## config.mk

```make
export PLATFORM = sky130hd
export DESIGN_NAME = ctrl_fsm_flat
export DESIGN_NICKNAME = d
export VERILOG_FILES = /design/src/rtl/ctrl_pkg.sv /design/src/rtl/ctrl_fsm_if.sv /design/src/rtl/ctrl_decode.sv /design/src/rtl/ctrl_fsm.sv /design/src/flat_wrapper.sv
export SDC_FILE = /design/constraint.sdc
export NUM_CORES = 1
export LEC_CHECK = 0
export CAP_MARGIN = 20
export CORE_UTILIZATION = 46
export DETAILED_ROUTE_END_ITERATION = 7
export GPL_TIMING_DRIVEN = 0
export PLACE_DENSITY = 0.91
export SYNTH_ARGS = -nofsm -noshare
export SYNTH_HDL_FRONTEND = slang
export SYNTH_HIERARCHICAL = 1
export SYNTH_SLANG_ARGS = --single-unit
export TNS_END_PERCENT = 50
```

## constraint.sdc

```tcl
create_clock -name clk -period 3.3 [get_ports clk]
set_input_delay 0.66 -clock clk [delete_from_list [all_inputs] [get_ports clk]]
set_output_delay 0.66 -clock clk [all_outputs]
set_load 0.1 [all_outputs]
```

## src/rtl/ctrl_pkg.sv

```systemverilog
// Purpose : shared encodings for the multi-cycle instruction controller (opcodes, states, field codes, ies_ctl layout).
// Latency : n/a (constants and pure functions only).
// Backpressure: n/a.
// Ports   : none. Optional feature macro used by the importers: CTRL_FSM_ILLEGAL_TRAP_EN.
package ctrl_pkg;

   // Opcodes, IR[15:12]; 4'hB..4'hE are unassigned.
   localparam logic [3:0] OP_ADD  = 4'h0;
   localparam logic [3:0] OP_SUB  = 4'h1;
   localparam logic [3:0] OP_AND  = 4'h2;
   localparam logic [3:0] OP_OR   = 4'h3;
   localparam logic [3:0] OP_LI   = 4'h4;
   localparam logic [3:0] OP_BEQ  = 4'h5;
   localparam logic [3:0] OP_BNE  = 4'h6;
   localparam logic [3:0] OP_JAL  = 4'h7;
   localparam logic [3:0] OP_RET  = 4'h8;
   localparam logic [3:0] OP_IN   = 4'h9;
   localparam logic [3:0] OP_OUT  = 4'hA;
   localparam logic [3:0] OP_HALT = 4'hF;

   // Controller states.
   localparam logic [2:0] ST_FETCH     = 3'd0;
   localparam logic [2:0] ST_DECODE    = 3'd1;
   localparam logic [2:0] ST_FETCH_IMM = 3'd2;
   localparam logic [2:0] ST_EXEC      = 3'd3;
   localparam logic [2:0] ST_WB        = 3'd4;
   localparam logic [2:0] ST_BRANCH    = 3'd5;
   localparam logic [2:0] ST_IO_WAIT   = 3'd6;
   localparam logic [2:0] ST_HALT      = 3'd7;

   // ALU operation codes.
   localparam logic [2:0] ALU_AND = 3'd0;
   localparam logic [2:0] ALU_OR  = 3'd1;
   localparam logic [2:0] ALU_ADD = 3'd2;
   localparam logic [2:0] ALU_SUB = 3'd3;

   // Register write-back source select.
   localparam logic [1:0] RS_IMM = 2'd0;
   localparam logic [1:0] RS_IO  = 2'd1;
   localparam logic [1:0] RS_ALU = 2'd2;

   // PC source select.
   localparam logic [1:0] PC_INC = 2'd0;
   localparam logic [1:0] PC_RA  = 2'd1;
   localparam logic [1:0] PC_IMM = 2'd2;

   // Bit positions of the fields inside the 15-bit ies_ctl word.
   localparam int IES_W          = 15;
   localparam int IES_BACKUP     = 14;
   localparam int IES_RESTORE    = 13;
   localparam int IES_WRITE_CR   = 12;
   localparam int IES_REGSRC_MSB = 11;
   localparam int IES_REGSRC_LSB = 10;
   localparam int IES_CMPEQ      = 9;
   localparam int IES_CMPNE      = 8;
   localparam int IES_REG_R1     = 7;
   localparam int IES_REG_R2     = 6;
   localparam int IES_REG_W1     = 5;
   localparam int IES_REG_W2     = 4;
   localparam int IES_ALU_SRC    = 3;
   localparam int IES_ALUOP_MSB  = 2;
   localparam int IES_ALUOP_LSB  = 0;

   // Field order, MSB first, matches the positions above.
   typedef struct packed {
      logic       backup;
      logic       restore;
      logic       write_cr;
      logic [1:0] regsrc;
      logic       cmpeq;
      logic       cmpne;
      logic       reg_r1;
      logic       reg_r2;
      logic       reg_w1;
      logic       reg_w2;
      logic       alu_src;
      logic [2:0] alu_op;
   } ies_ctl_t;

   // Instructions that carry a trailing immediate word.
   function automatic logic needs_imm(input logic [3:0] op);
      return (op == OP_LI) || (op == OP_BEQ) || (op == OP_BNE) || (op == OP_JAL);
   endfunction

   function automatic logic is_illegal(input logic [3:0] op);
      return (op >= 4'hB) && (op <= 4'hE);
   endfunction

endpackage

```

## src/rtl/ctrl_fsm_if.sv

```systemverilog
// Purpose : bundle between the controller (master) and the execution system / I/O port (slave).
// Latency : n/a (wires only).
// Backpressure: io_req is held by the master until the slave raises io_ack.
// Ports   : op, cmp_result, io_ack toward master; ies_ctl, PCwrite, PCsrc, IRwrite, ImRwrite,
//           io_req, halted (and illegal when CTRL_FSM_ILLEGAL_TRAP_EN is defined) toward slave.
interface ctrl_fsm_if;
   logic [3:0]  op;
   logic        cmp_result;
   logic        io_ack;
   logic [14:0] ies_ctl;
   logic        PCwrite;
   logic [1:0]  PCsrc;
   logic        IRwrite;
   logic        ImRwrite;
   logic        io_req;
   logic        halted;
`ifdef CTRL_FSM_ILLEGAL_TRAP_EN
   logic        illegal;
`endif

   modport master (
      input  op, cmp_result, io_ack,
      output ies_ctl, PCwrite, PCsrc, IRwrite, ImRwrite, io_req, halted
`ifdef CTRL_FSM_ILLEGAL_TRAP_EN
      , output illegal
`endif
   );

   modport slave (
      output op, cmp_result, io_ack,
      input  ies_ctl, PCwrite, PCsrc, IRwrite, ImRwrite, io_req, halted
`ifdef CTRL_FSM_ILLEGAL_TRAP_EN
      , input illegal
`endif
   );
endinterface

```

## src/rtl/ctrl_decode.sv

```systemverilog
// Purpose : combinational output decode of the controller state (Moore, plus the IO_WAIT ack strobe).
// Latency : 0 cycles, purely combinational.
// Backpressure: none; io_ack only shapes the IN write-back strobe while in IO_WAIT.
// Ports   : state_i, op_i, cmp_result_i, io_ack_i in; ies_ctl_o, pc_write_o, pc_src_o, ir_write_o,
//           imr_write_o, io_req_o, halted_o out.
module ctrl_decode
   import ctrl_pkg::*;
(
   input  logic [2:0]  state_i,
   input  logic [3:0]  op_i,
   input  logic        cmp_result_i,
   input  logic        io_ack_i,
   output logic [14:0] ies_ctl_o,
   output logic        pc_write_o,
   output logic [1:0]  pc_src_o,
   output logic        ir_write_o,
   output logic        imr_write_o,
   output logic        io_req_o,
   output logic        halted_o
);

   ies_ctl_t ctl;

   always_comb begin
      ctl         = '0;
      pc_write_o  = 1'b0;
      pc_src_o    = PC_INC;
      ir_write_o  = 1'b0;
      imr_write_o = 1'b0;
      io_req_o    = 1'b0;
      halted_o    = 1'b0;
      case (state_i)
         ST_FETCH: begin
            ir_write_o = 1'b1;
            pc_write_o = 1'b1;
         end
         ST_DECODE: begin
            ctl.reg_r1 = 1'b1;
            ctl.reg_r2 = 1'b1;
         end
         ST_FETCH_IMM: begin
            imr_write_o = 1'b1;
            pc_write_o  = 1'b1;
         end
         ST_EXEC: begin
            case (op_i)
               OP_ADD: begin ctl.alu_src = 1'b1; ctl.alu_op = ALU_ADD; end
               OP_SUB: begin ctl.alu_src = 1'b1; ctl.alu_op = ALU_SUB; end
               OP_AND: begin ctl.alu_src = 1'b1; ctl.alu_op = ALU_AND; end
               OP_OR:  begin ctl.alu_src = 1'b1; ctl.alu_op = ALU_OR;  end
               OP_LI: begin
                  ctl.regsrc = RS_IMM;
                  ctl.reg_w2 = 1'b1;
               end
               OP_BEQ: begin
                  ctl.cmpeq    = 1'b1;
                  ctl.write_cr = 1'b1;
               end
               OP_BNE: begin
                  ctl.cmpne    = 1'b1;
                  ctl.write_cr = 1'b1;
               end
               OP_JAL: begin
                  ctl.backup = 1'b1;
                  pc_write_o = 1'b1;
                  pc_src_o   = PC_IMM;
               end
               OP_RET: begin
                  ctl.restore = 1'b1;
                  pc_write_o  = 1'b1;
                  pc_src_o    = PC_RA;
               end
               OP_IN, OP_OUT: io_req_o = 1'b1;
               default: ;
            endcase
         end
         ST_WB: begin
            ctl.regsrc = RS_ALU;
            ctl.reg_w2 = 1'b1;
         end
         ST_BRANCH: begin
            // The compare flag is only meaningful here, after EXEC latched it.
            pc_write_o = cmp_result_i;
            pc_src_o   = PC_IMM;
         end
         ST_IO_WAIT: begin
            io_req_o = 1'b1;
            // IN captures the port data in the same cycle the port acknowledges.
            if (io_ack_i && (op_i == OP_IN)) begin
               ctl.regsrc = RS_IO;
               ctl.reg_w2 = 1'b1;
            end
         end
         ST_HALT: halted_o = 1'b1;
         default: ;
      endcase
   end

   assign ies_ctl_o = ctl;

endmodule

```

## src/rtl/ctrl_fsm.sv

```systemverilog
// Purpose : multi-cycle instruction sequencer driving the execution system and the I/O handshake.
// Latency : 2..5 cycles per instruction (IN/OUT unbounded, waiting on io_ack); HALT until reset.
// Backpressure: IO_WAIT stalls with io_req held high until io_ack.
// Ports   : clk, reset (sync, active-high); bus (ctrl_fsm_if.master): op, cmp_result, io_ack in;
//           ies_ctl, PCwrite, PCsrc, IRwrite, ImRwrite, io_req, halted out.
//           CTRL_FSM_ILLEGAL_TRAP_EN defined: illegal opcodes trap to HALT and bus.illegal is present;
//           undefined: illegal opcodes retire as a 2-cycle NOP.
module ctrl_fsm
   import ctrl_pkg::*;
(
   input  logic     clk,
   input  logic     reset,
   ctrl_fsm_if.master bus
);

   logic [2:0]  state_q, state_d;
   // Set while reset is applied: parks the FSM in FETCH with every output forced low,
   // so the first real FETCH lands in the cycle right after reset is released.
   logic        hold_q;

   logic [14:0] dec_ies;
   logic        dec_pc_write;
   logic [1:0]  dec_pc_src;
   logic        dec_ir_write;
   logic        dec_imr_write;
   logic        dec_io_req;
   logic        dec_halted;

   always_comb begin
      state_d = state_q;
      case (state_q)
         ST_FETCH: state_d = ST_DECODE;
         ST_DECODE: begin
            if (needs_imm(bus.op)) begin
               state_d = ST_FETCH_IMM;
            end else if (is_illegal(bus.op)) begin
`ifdef CTRL_FSM_ILLEGAL_TRAP_EN
               state_d = ST_HALT;
`else
               state_d = ST_FETCH;
`endif
            end else begin
               state_d = ST_EXEC;
            end
         end
         ST_FETCH_IMM: state_d = ST_EXEC;
         ST_EXEC: begin
            case (bus.op)
               OP_ADD, OP_SUB, OP_AND, OP_OR: state_d = ST_WB;
               OP_BEQ, OP_BNE:                state_d = ST_BRANCH;
               OP_IN, OP_OUT:                 state_d = ST_IO_WAIT;
               OP_HALT:                       state_d = ST_HALT;
               default:                       state_d = ST_FETCH;
            endcase
         end
         ST_WB:      state_d = ST_FETCH;
         ST_BRANCH:  state_d = ST_FETCH;
         ST_IO_WAIT: state_d = bus.io_ack ? ST_FETCH : ST_IO_WAIT;
         ST_HALT:    state_d = ST_HALT;
         default:    state_d = ST_FETCH;
      endcase
   end

   always_ff @(posedge clk) begin
      if (reset) begin
         state_q <= ST_FETCH;
         hold_q  <= 1'b1;
      end else if (hold_q) begin
         hold_q  <= 1'b0;
      end else begin
         state_q <= state_d;
      end
   end

`ifdef CTRL_FSM_ILLEGAL_TRAP_EN
   logic illegal_q, illegal_d;

   // Sticky trap flag, raised on the same edge that enters HALT from DECODE.
   assign illegal_d = illegal_q ||
                      (!hold_q && (state_q == ST_DECODE) && is_illegal(bus.op));

   always_ff @(posedge clk) begin
      if (reset) begin
         illegal_q <= 1'b0;
      end else begin
         illegal_q <= illegal_d;
      end
   end

   assign bus.illegal = illegal_q;
`endif

   ctrl_decode u_decode (
      .state_i      (state_q),
      .op_i         (bus.op),
      .cmp_result_i (bus.cmp_result),
      .io_ack_i     (bus.io_ack),
      .ies_ctl_o    (dec_ies),
      .pc_write_o   (dec_pc_write),
      .pc_src_o     (dec_pc_src),
      .ir_write_o   (dec_ir_write),
      .imr_write_o  (dec_imr_write),
      .io_req_o     (dec_io_req),
      .halted_o     (dec_halted)
   );

   assign bus.ies_ctl  = hold_q ? '0   : dec_ies;
   assign bus.PCwrite  = hold_q ? 1'b0 : dec_pc_write;
   assign bus.PCsrc    = hold_q ? 2'd0 : dec_pc_src;
   assign bus.IRwrite  = hold_q ? 1'b0 : dec_ir_write;
   assign bus.ImRwrite = hold_q ? 1'b0 : dec_imr_write;
   assign bus.io_req   = hold_q ? 1'b0 : dec_io_req;
   assign bus.halted   = hold_q ? 1'b0 : dec_halted;

endmodule

```

## src/flat_wrapper.sv

```systemverilog
// flat-port wrapper written by rule: the top's interface ports become plain ports
module ctrl_fsm_flat import ctrl_pkg::*;
  (clk, reset, bus_op, bus_cmp_result, bus_io_ack, bus_ies_ctl, bus_PCwrite, bus_PCsrc, bus_IRwrite, bus_ImRwrite, bus_io_req, bus_halted);
  ctrl_fsm_if bus_i ();
  input  logic clk;
  input  logic reset;
  input wire logic [$bits(bus_i.op)-1:0] bus_op;
  input wire logic [$bits(bus_i.cmp_result)-1:0] bus_cmp_result;
  input wire logic [$bits(bus_i.io_ack)-1:0] bus_io_ack;
  output wire logic [$bits(bus_i.ies_ctl)-1:0] bus_ies_ctl;
  output wire logic [$bits(bus_i.PCwrite)-1:0] bus_PCwrite;
  output wire logic [$bits(bus_i.PCsrc)-1:0] bus_PCsrc;
  output wire logic [$bits(bus_i.IRwrite)-1:0] bus_IRwrite;
  output wire logic [$bits(bus_i.ImRwrite)-1:0] bus_ImRwrite;
  output wire logic [$bits(bus_i.io_req)-1:0] bus_io_req;
  output wire logic [$bits(bus_i.halted)-1:0] bus_halted;
  assign bus_i.op = bus_op;
  assign bus_i.cmp_result = bus_cmp_result;
  assign bus_i.io_ack = bus_io_ack;
  assign bus_ies_ctl = bus_i.ies_ctl;
  assign bus_PCwrite = bus_i.PCwrite;
  assign bus_PCsrc = bus_i.PCsrc;
  assign bus_IRwrite = bus_i.IRwrite;
  assign bus_ImRwrite = bus_i.ImRwrite;
  assign bus_io_req = bus_i.io_req;
  assign bus_halted = bus_i.halted;
  ctrl_fsm u_core (.clk(clk), .reset(reset), .bus(bus_i));
endmodule
```

## Word level (Yosys, flattened, before mapping)

Memory sizes are Yosys's and may differ from the RTL's.
Cells that the tools add are included.

- Register bits: 4
- Bits of input ports: 8
- Word-level logic and storage cells: 70
- Memories: 1
- ROM bits: 48

Memory list:

| memory | depth | width | read ports | clocked after memory_dff | wr ports | line | RTL |
|---|---|---|---|---|---|---|---|
| (no name shown) | 16 | 3 | 1 | 0 | 0 | ctrl_fsm.sv:48 | `case (bus.op)` |

- Mux-type cells: 36
- Reduce and logical (&&, ||, !) cells: 12
- $lt $le $gt $ge: 2
- Equality and inequality tests: 17

Operator list:

| cell | count |
|---|---|
| case mux 3 bit (7 select lines) | 1 |
| two-way mux 1 bit | 19 |
| == test 4 x 3 -> 1 bit (second input constant) | 4 |
| case mux 4 bit (4 select lines) | 1 |
| two-way mux 15 bit | 1 |
| == test 3 bit (second input constant) | 4 |
| == test 4 bit (second input constant) | 3 |
| case mux 2 bit (2 select lines) | 3 |
| OR reduction 2 bit | 5 |
| two-way mux 3 bit | 3 |
| == test 4 x 2 -> 1 bit (second input constant) | 2 |
| two-way mux 2 bit | 4 |
| == test 3 x 2 -> 1 bit (second input constant) | 2 |
| case mux 1 bit (3 select lines) | 2 |
| == test 4 x 1 -> 1 bit (second input constant) | 1 |
| greater-or-equal comparator 4 bit (second input constant) | 1 |
| <= comparator 4 bit (second input constant) | 1 |
| logical NOT 4 bit | 1 |
| two-way mux 4 bit | 1 |
| == test 3 x 1 -> 1 bit (second input constant) | 1 |
| logical NOT 3 bit | 1 |
| logical OR 1 bit | 3 |
| logical AND 1 bit | 2 |
| case mux 1 bit (2 select lines) | 1 |

## Depth between registers and ports, before layout

Gate-level depths: netlist of run 1.

- Word-level depth: 6
- Depth in mapped cells: 6
- Mapped depth without buffers: 6

## By module

The synthesis of run 1 kept the hierarchy.

By module, submodules not included:

| module | times used | cells an instance | area each (um^2) |
|---|---|---|---|
| ctrl_fsm | 1 | 64 | 486.7 |
| ctrl_decode | 1 | 40 | 257.7 |

## Least setup slack after synthesis of run 1

Ideal clock, no wire load.

- Kind: input-to-output
- Start point: input port bus_op[2]
- End point: output port bus_PCwrite
- Path slack: -0.067 ns
- Stages on the path: 3
- Path buffers: 0
- Data arrival time: 2.707 ns
- Cells stage by stage: or4b_4 > o211ai_2 > nor2b_1

- Longest elaborated chain between the ends: 5
- Elaborated cells on any way between the ends: 6
- Those cells by class: eq/ne (2); mux (3); reduce/logical (1)

RTL lines:

| element | line | RTL |
|---|---|---|
| start, declared | flat_wrapper.sv:7 | `input wire logic [$bits(bus_i.op)-1:0] bus_op;` |
| == test 4 bit or == test 4 x 3 -> 1 bit (tied branches) | ctrl_decode.sv:46 | `case (op_i)` |
| OR reduction 2 bit (no line) (*) | n/a |  |
| two-way mux 1 bit (*) | ctrl_decode.sv:46 |  |
| case mux 1 bit (3 select lines) (*) | ctrl_decode.sv:32 | `case (state_i)` |
| via u_core.dec_pc_write | ctrl_fsm.sv:22 | `logic dec_pc_write;` |
| two-way mux 1 bit (*) | ctrl_fsm.sv:108 | `assign bus.PCwrite = hold_q ? 1'b0 : dec_pc_write;` |
| end, declared | flat_wrapper.sv:11 | `output wire logic [$bits(bus_i.PCwrite)-1:0] bus_PCwrite;` |

The timed path passes the listed nets; every way through them passes the cells marked *.

## Worst setup path after layout of run 1

- Start point: input port bus_op[3]
- End point: output port bus_ies_ctl[8]

- Longest elaborated chain between the ends: 4

RTL lines:

| element | line | RTL |
|---|---|---|
| == test 4 x 3 -> 1 bit | ctrl_decode.sv:46 |  |
| two-way mux 1 bit | ctrl_decode.sv:46 |  |
| two-way mux 2 bit | ctrl_decode.sv:32 |  |
| via u_core.dec_ies[8] | ctrl_fsm.sv:21 | `logic [14:0] dec_ies;` |
| two-way mux 15 bit | ctrl_fsm.sv:107 | `assign bus.ies_ctl = hold_q ? '0 : dec_ies;` |
| end, declared | flat_wrapper.sv:10 | `output wire logic [$bits(bus_i.ies_ctl)-1:0] bus_ies_ctl;` |

The timed path passes the listed nets, and every way through them passes these cells.

==> results of run 1 <==
## layout make-up
type / instances / area [sq um] / share of cell area (%)
Buffer: 8 / 43.79 / 4.157
Inverter: 5 / 18.77 / 1.781
Clock buffer: 3 / 22.52 / 2.138
Multi-Input combinational cell: 88 / 616.8 / 58.55
Timing Repair Buffer: 27 / 251.5 / 23.87
Tap cell: 16 / 20.02 / 1.900
Sequential cell: 4 / 80.08 / 7.601
## path summary, 6_finish.rpt
check | from | endpoint | slack [ns] | cells past startpoint
worst min register to register | u_core/state_q[2]$_SDFFE_PP0N_ | u_core/state_q[2]$_SDFFE_PP0N_ | 0.60 | 2
worst max-delay path | bus_op[3] | bus_ies_ctl[8] | 0.06 | 6
worst max register to register | u_core/state_q[1]$_SDFFE_PP0N_ | u_core/state_q[2]$_SDFFE_PP0N_ | 1.82 | 4
worst min-delay path | u_core/state_q[2]$_SDFFE_PP0N_ | u_core/state_q[2]$_SDFFE_PP0N_ | 0.60 | 2
## power by group through the flow
stage	registers (uW)	logic, uW	clock network (uW)
2_1_floorplan	56.3	95.9	0
3_3_place_gp	57.7	125	0
3_5_place_dp	57.9	127	0
4_1_cts	57.2	126	60.3
5_1_grt	57.9	135	64.9
6_report	57.2	127	57.6
## metal layers
metal	vias up	GRT usage (%)	wire length (um)
met1	357	22.11	733
met4	0	1.875	0
met5	-	0	0
met2	19	35.69	841
li1	414	-	-
met3	0	3.879	58
## state kept, by name, summed over array words and instances, names as in the netlist
register        cells
u_core/state_q      3
u_core/hold_q       1
## layout by cell type, fill, tap and decap left out, types with 2 or more instances in the layout
| master | n |
|---|---|
| a31oi_1 | 3 |
| and2b_1 | 2 |
| buf_2 | 4 |
| buf_4 | 3 |
| clkbuf_1 | 3 |
| clkbuf_4 | 7 |
| clkdlybuf4s15_2 | 5 |
| clkdlybuf4s18_2 | 2 |
| clkdlybuf4s50_1 | 13 |
| conb_1 | 2 |
| dfxtp_1 | 4 |
| ha_1 | 4 |
| inv_1 | 5 |
| nand2_1 | 7 |
| nand2b_1 | 2 |
| nand3_1 | 2 |
| nand3b_1 | 2 |
| nand4_1 | 2 |
| nor2_1 | 9 |
| nor2b_1 | 23 |
| nor2b_2 | 2 |
| nor3b_1 | 4 |
## repair_timing
item	CTS	global route
buffers inserted	0	0
gates resized for setup	52	11
endpoints found under the setup margin	14	9
## logic make-up (layout without fill, tap and decap cells)
kind of cell               Yosys count  after routing  synth area share, %
and+or+nand+nor                     64             64                52.10
AOI/OAI and AO/OA                   15             15                17.48
buffers and inverters               13             43                8.402
adders and majority gates            4              4                6.723
DFF                                  4              4                10.76
muxes                                2              2                2.857
other                                1              2               0.5037
xor gates and xnor gates             1              1                1.177
## metrics by stage
step | setup TNS (ns) | cells | hold WS (ns) | utilization [%]
global route | -0.1030 | 151 | 0.6273 | 69.93
finish | 0 | 151 | 0.6048 | 69.93
detailed placement | -7.338 | 148 | 0.6022 | 69.27
CTS | 0 | 151 | 0.6065 | 70.10
global placement | -6.867 | 148 | 0.5902 | 69.27
floorplan | -0.02660 | 105 | 0.5533 | -
## cell usage after synthesis (2+ instances only)
cell type,instances
inv_1,5
nand3b_1,2
dfxtp_1,4
a31oi_1,3
nor3b_1,4
nand3_1,2
nor2b_1,25
nor2_1,9
ha_1,4
nand2_1,7
buf_4,3
nand4_1,2
nand2b_1,2
clkbuf_1,3
and2b_1,2
## worst reg2reg max path: stages (launching register included)
cell and delay [ns]:
dfxtp_1 0.45, clkbuf_1 0.29, nand2_1 0.09, a2111o_1 0.37, a211oi_2 0.20
==> flow_metrics.env, run 1 <==
export IMPL_tightest_slew_ns=1.809
export IMPL_drc_errors=0
export IMPL_critPathArrivalTime_ns=2.58
export IMPL_pwr_share_comb_pct=52.6
export IMPL_post_place_ws_ns=-0.6668
export IMPL_yosysTopAreaCellShare_pct=21.01
export IMPL_synth_area_leaders="nor2b_1 21%, dfxtp_1 11%, ha_1 6.7%"
export IMPL_antenna_found_initial=0
export IMPL_internal_power_uw=135.4
export IMPL_die_x_um=42.23
export IMPL_yosys_area_top_type="nor2b_1"
export IMPL_gp_congestion=0.7960
export IMPL_slew_violations=2
export IMPL_power_static_leakage_uw=0.0004367
export IMPL_rows=14
export IMPL_skew_ns=0.001890
export IMPL_ys_async_sr_fraction_pct=0
export IMPL_grt_max_degree=12
export IMPL_dr_total_vias=790
export IMPL_crit_required_ns=2.64
export IMPL_area_growth_pct=41.51
export IMPL_die_area_sq_um=1783
export IMPL_pwr_density_cell_nw_per_um2=229.9
export IMPL_syn_area_per_cell_sq_um=7.158
export IMPL_ys_seq_area_share_pct=10.76
export IMPL_maxSlewHeadroom_pct=-20.83
export IMPL_cp_start_kind="primary input"
export IMPL_cap_violations=0
export IMPL_drt_wl_total_um=1633
export IMPL_cts_sinks=4
export IMPL_switching_share_pct=44.11
export IMPL_firstDrtPassIters=4
export IMPL_path_cells="clkdlybuf4s50_1, and4bb_1, nand2_1, nor3b_1, nor2b_1, clkdlybuf4s18_2"
export IMPL_status="complete, but fails checks"
export IMPL_synth_main_ff_cell="dfxtp_1"
export IMPL_nNetsFinal=149
export IMPL_grt_pass1_wl_um=2732
export IMPL_n_antenna_cell=0
export IMPL_hp_class="register to register"
export IMPL_place_area_sq_um=1044
export IMPL_crit_fanout=8
export IMPL_synthDistinctLibCells=42
export IMPL_clock_latency_ns=0.23
export IMPL_power_frac_clock_pct=23.8
export IMPL_setup_ws_ns=0.05953
export IMPL_violations="slew limit"
export IMPL_io_buffers=27
export IMPL_netSwitchingPower_uw=106.8
export IMPL_clk_pin_slew_ns=0.03
export IMPL_cts_buffer_depth=2
export IMPL_core_sq_um=1506
export IMPL_ys_seq_elements=4
export IMPL_cts_tree="built"
export IMPL_period_needed_ns=3.240
export IMPL_critPathCaptureType="output pin"
export IMPL_ant_nets=0
export IMPL_num_io_pins=30
export IMPL_fmax_mhz=308.6
export IMPL_grt_usage_pct=18.81
export IMPL_setup_viol=0
export IMPL_cts_htree_levels=1
export IMPL_cpMaxStageDelayCell="clkdlybuf4s18_2"
export IMPL_die_height_um=42.23
export IMPL_initial_core_util_pct=49.42
export IMPL_worst_ir_drop_vdd_mv=0.3070
export IMPL_synth_edf_count=0
export IMPL_viasPerCell=5.232
export IMPL_overflow=0
export IMPL_finalPower_uw=242.2
export IMPL_cts_made_buffers=3
export IMPL_drt_iter0_markers=9
export IMPL_nFillCells=115
export IMPL_path_buf_inv=2
export IMPL_critPathMaxStageDelay_ns=0.55
export IMPL_drive_gt1_share_pct=25.19
export IMPL_finalHoldViolCount=0
export IMPL_root_buffer="clkbuf_4"
export IMPL_fin_crit_sh_pct=98.20
export IMPL_synth_warnings=6
export IMPL_cp_top_family="buffers and inverters"
export IMPL_syn_instance_count=104
export IMPL_wl_per_cell_um=10.81
export IMPL_rsz0062_at_grt="yes"
export IMPL_hpwl_um=1271
export IMPL_finish_instance_area_sq_um=1054
export IMPL_grt_pass1_vias=713
export IMPL_p_seq_share_pct=23.6
export IMPL_critPathKind="primary input to output pin"
export IMPL_holdBufCountCts=0
export IMPL_syn_area_sq_um=744.5
No activity file was read; power rests on OpenSTA's default activity.
==> run 2, diff against run 1 <==
Settings changed: CORE_UTILIZATION 46 to 55, DONT_BUFFER_PORTS from default to 1, PLACE_DENSITY 0.91 to 0.76.
==> run 2 against run 1 <==
  * The flow still finishes with violations (slew limit)
  * First-iteration DRC count rose to 2.9 times the previous value
  * Die area is 16% lower
  * Clock power is 4.7% higher
  * Core utilization up 0.74 points
  * Sequential share of layout area grew 2.0 points
  * Count of clock-buffer cells in the layout unchanged
  * Cell count fell by 19%
  * Clock skew grew 0.0035 ns
  * Hold slack got worse by 0.15 ns
  * Flip-flop and latch count is the same
  * Final area is 20% lower
  * Via count down 6.5%
  * Critical endpoint is now bus_PCwrite
==> flow_metrics.env, run 2 (synthesized netlist as in run 1, its figures left out) <==
export IMPL_status="complete, but fails checks"
export IMPL_violations="slew limit"
export IMPL_antenna_found_initial=0
export IMPL_cts_made_buffers=3
export IMPL_critPathMaxStageDelay_ns=0.87
export IMPL_use_met1_pct=30.10
export IMPL_critPathCaptureType="output pin"
export IMPL_gp_congestion=0.6802
export IMPL_r2r_setup_slack_ns=1.72
export IMPL_ant_nets=0
export IMPL_rows=12
export IMPL_cts_htree_levels=1
export IMPL_finalHoldViolCount=0
export IMPL_pwr_density_cell_nw_per_um2=269.8
export IMPL_cap_violations=0
export IMPL_min_path_cells=0
export IMPL_nNetsFinal=122
export IMPL_cts_repair_resized=0
export IMPL_crit_cells=4
export IMPL_drt_wl_total_um=1716
export IMPL_slew_violations=2
export IMPL_cts_buffer_depth=2
export IMPL_fin_setup_tns_ns=0
export IMPL_reg2reg_to="u_core/state_q[1]$_SDFFE_PP0N_"
export IMPL_root_buffer="clkbuf_4"
export IMPL_clk_pin_slew_ns=0.03
export IMPL_drive_gt1_share_pct=34.26
export IMPL_maxSlewHeadroom_pct=-20.62
export IMPL_wl_per_cell_um=14.07
export IMPL_worst_ir_drop_vdd_mv=0.2655
export IMPL_largest_registers="u_core/state_q: 3 flops, u_core/hold_q: 1 flops"
export IMPL_instances_no_fill=122
export IMPL_die_x_um=38.79
export IMPL_r2r_start="u_core/state_q[0]$_SDFFE_PP0N_"
export IMPL_grt_met2_usage_pct=44.58
export IMPL_die_height_um=38.79
export IMPL_fin_crit_sh_pct=92.90
export IMPL_power_static_leakage_uw=0.0003260
export IMPL_period_needed_ns=3.066
export IMPL_grt_busiest_layer="met2"
export IMPL_placed_cells=119
export IMPL_viasPerCell=6.057
export IMPL_dr_total_vias=739
export IMPL_drc_errors=0
export IMPL_cts_sinks=4
export IMPL_grt_max_degree=12
export IMPL_n_antenna_cell=0
export IMPL_clock_latency_ns=0.23
export IMPL_critPathArrivalTime_ns=2.41
export IMPL_setup_viol=0
export IMPL_globalRouteMet3Util_pct=6.358
export IMPL_largest_register="u_core/state_q"
export IMPL_crit_fanout=10
export IMPL_crit_required_ns=2.64
export IMPL_tightest_slew_ns=1.806
export IMPL_die_area_sq_um=1505
export IMPL_hold_path_endpoint="u_core/hold_q$_DFF_P_"
export IMPL_initial_core_util_pct=62.76
export IMPL_path_buf_inv=1
export IMPL_cp_start_kind="register"
export IMPL_cpMaxStageDelayCell="nor2b_2"
export IMPL_grt_pass1_vias=610
export IMPL_largest_reg_flops=3
export IMPL_skew_ns=0.005348
export IMPL_drt_iter0_markers=26
export IMPL_critPathKind="register to output pin"
export IMPL_cts_setup_buffers=0
export IMPL_path_cells="buf_2, or4b_4, o211ai_2, nor2b_2"
export IMPL_final_util_pct=70.68
export IMPL_hpwl_um=1254
export IMPL_io_buffers=0
export IMPL_cts_tree="built"
export IMPL_area_growth_pct=12.61
export IMPL_hp_class="primary input to register"
export IMPL_holdBufCountCts=0
export IMPL_rsz0062_at_grt="no"
export IMPL_firstDrtPassIters=4
export IMPL_cp_top_family="simple AND/OR/NAND/NOR gates"
export IMPL_overflow=0
export IMPL_core_sq_um=1186
export IMPL_grt_usage_pct=25.18
export IMPL_r2r_cells=4
export IMPL_fmax_mhz=326.2
export IMPL_final_common_cell="nor2b_2"
export IMPL_final_cell_mix="20 x nor2b_2, 9 x nor2_1, 7 x nand2_1"
export IMPL_hold_slack_ns=0.4545
export IMPL_min_delay_start="reset"
export IMPL_num_io_pins=30
export IMPL_grt_pass1_wl_um=2656
[run 2: per-layer routing]
metal | up-vias | part of all wire (%)
met2 | 39 | 49
met5 | - | 0
met1 | 336 | 43
li1 | 364 | -
met3 | 0 | 7.6
met4 | 0 | 0
[run 2: cell type report]
cell class	instances	area [sq um]
Tap cell	14	17.52
Fill cell	118	347.8
Sequential cell	4	80.08
Clock buffer	3	22.52
Multi-Input combinational cell	88	655.6
Buffer	8	43.79
Inverter	5	18.77
[run 2: how the worst max path moves through the flow]
stage | start | to | slack [ns]
6_report | u_core/state_q[2]$_SDFFE_PP0N_ | bus_PCwrite | 0.23
5_1_grt | u_core/state_q[2]$_SDFFE_PP0N_ | bus_ies_ctl[8] | 0.18
4_1_cts | u_core/state_q[2]$_SDFFE_PP0N_ | bus_PCwrite | 0.24
3_5_place_dp | bus_op[2] | bus_PCwrite | 0.40
3_3_place_gp | bus_op[2] | bus_ies_ctl[13] | -0.06
2_1_floorplan | bus_op[2] | bus_PCsrc[0] | -0.01
[run 2: power by group]
part	switching [uW]	internal (uW)
Sequential	6.17	51.6
Combinational	77.9	30.2
Clock	19.7	40.7
[run 2: metrics by stage]
stage	area (sq um)	power, uW	setup slack (ns)
CTS	838.3	227.6	0.2438
global placement	770.7	159.1	-0.05594
global route	838.3	239.2	0.1825
detailed placement	815.8	164.8	0.4037
finish	838.3	226.2	0.2344
floorplan	753.2	152.2	-0.01330
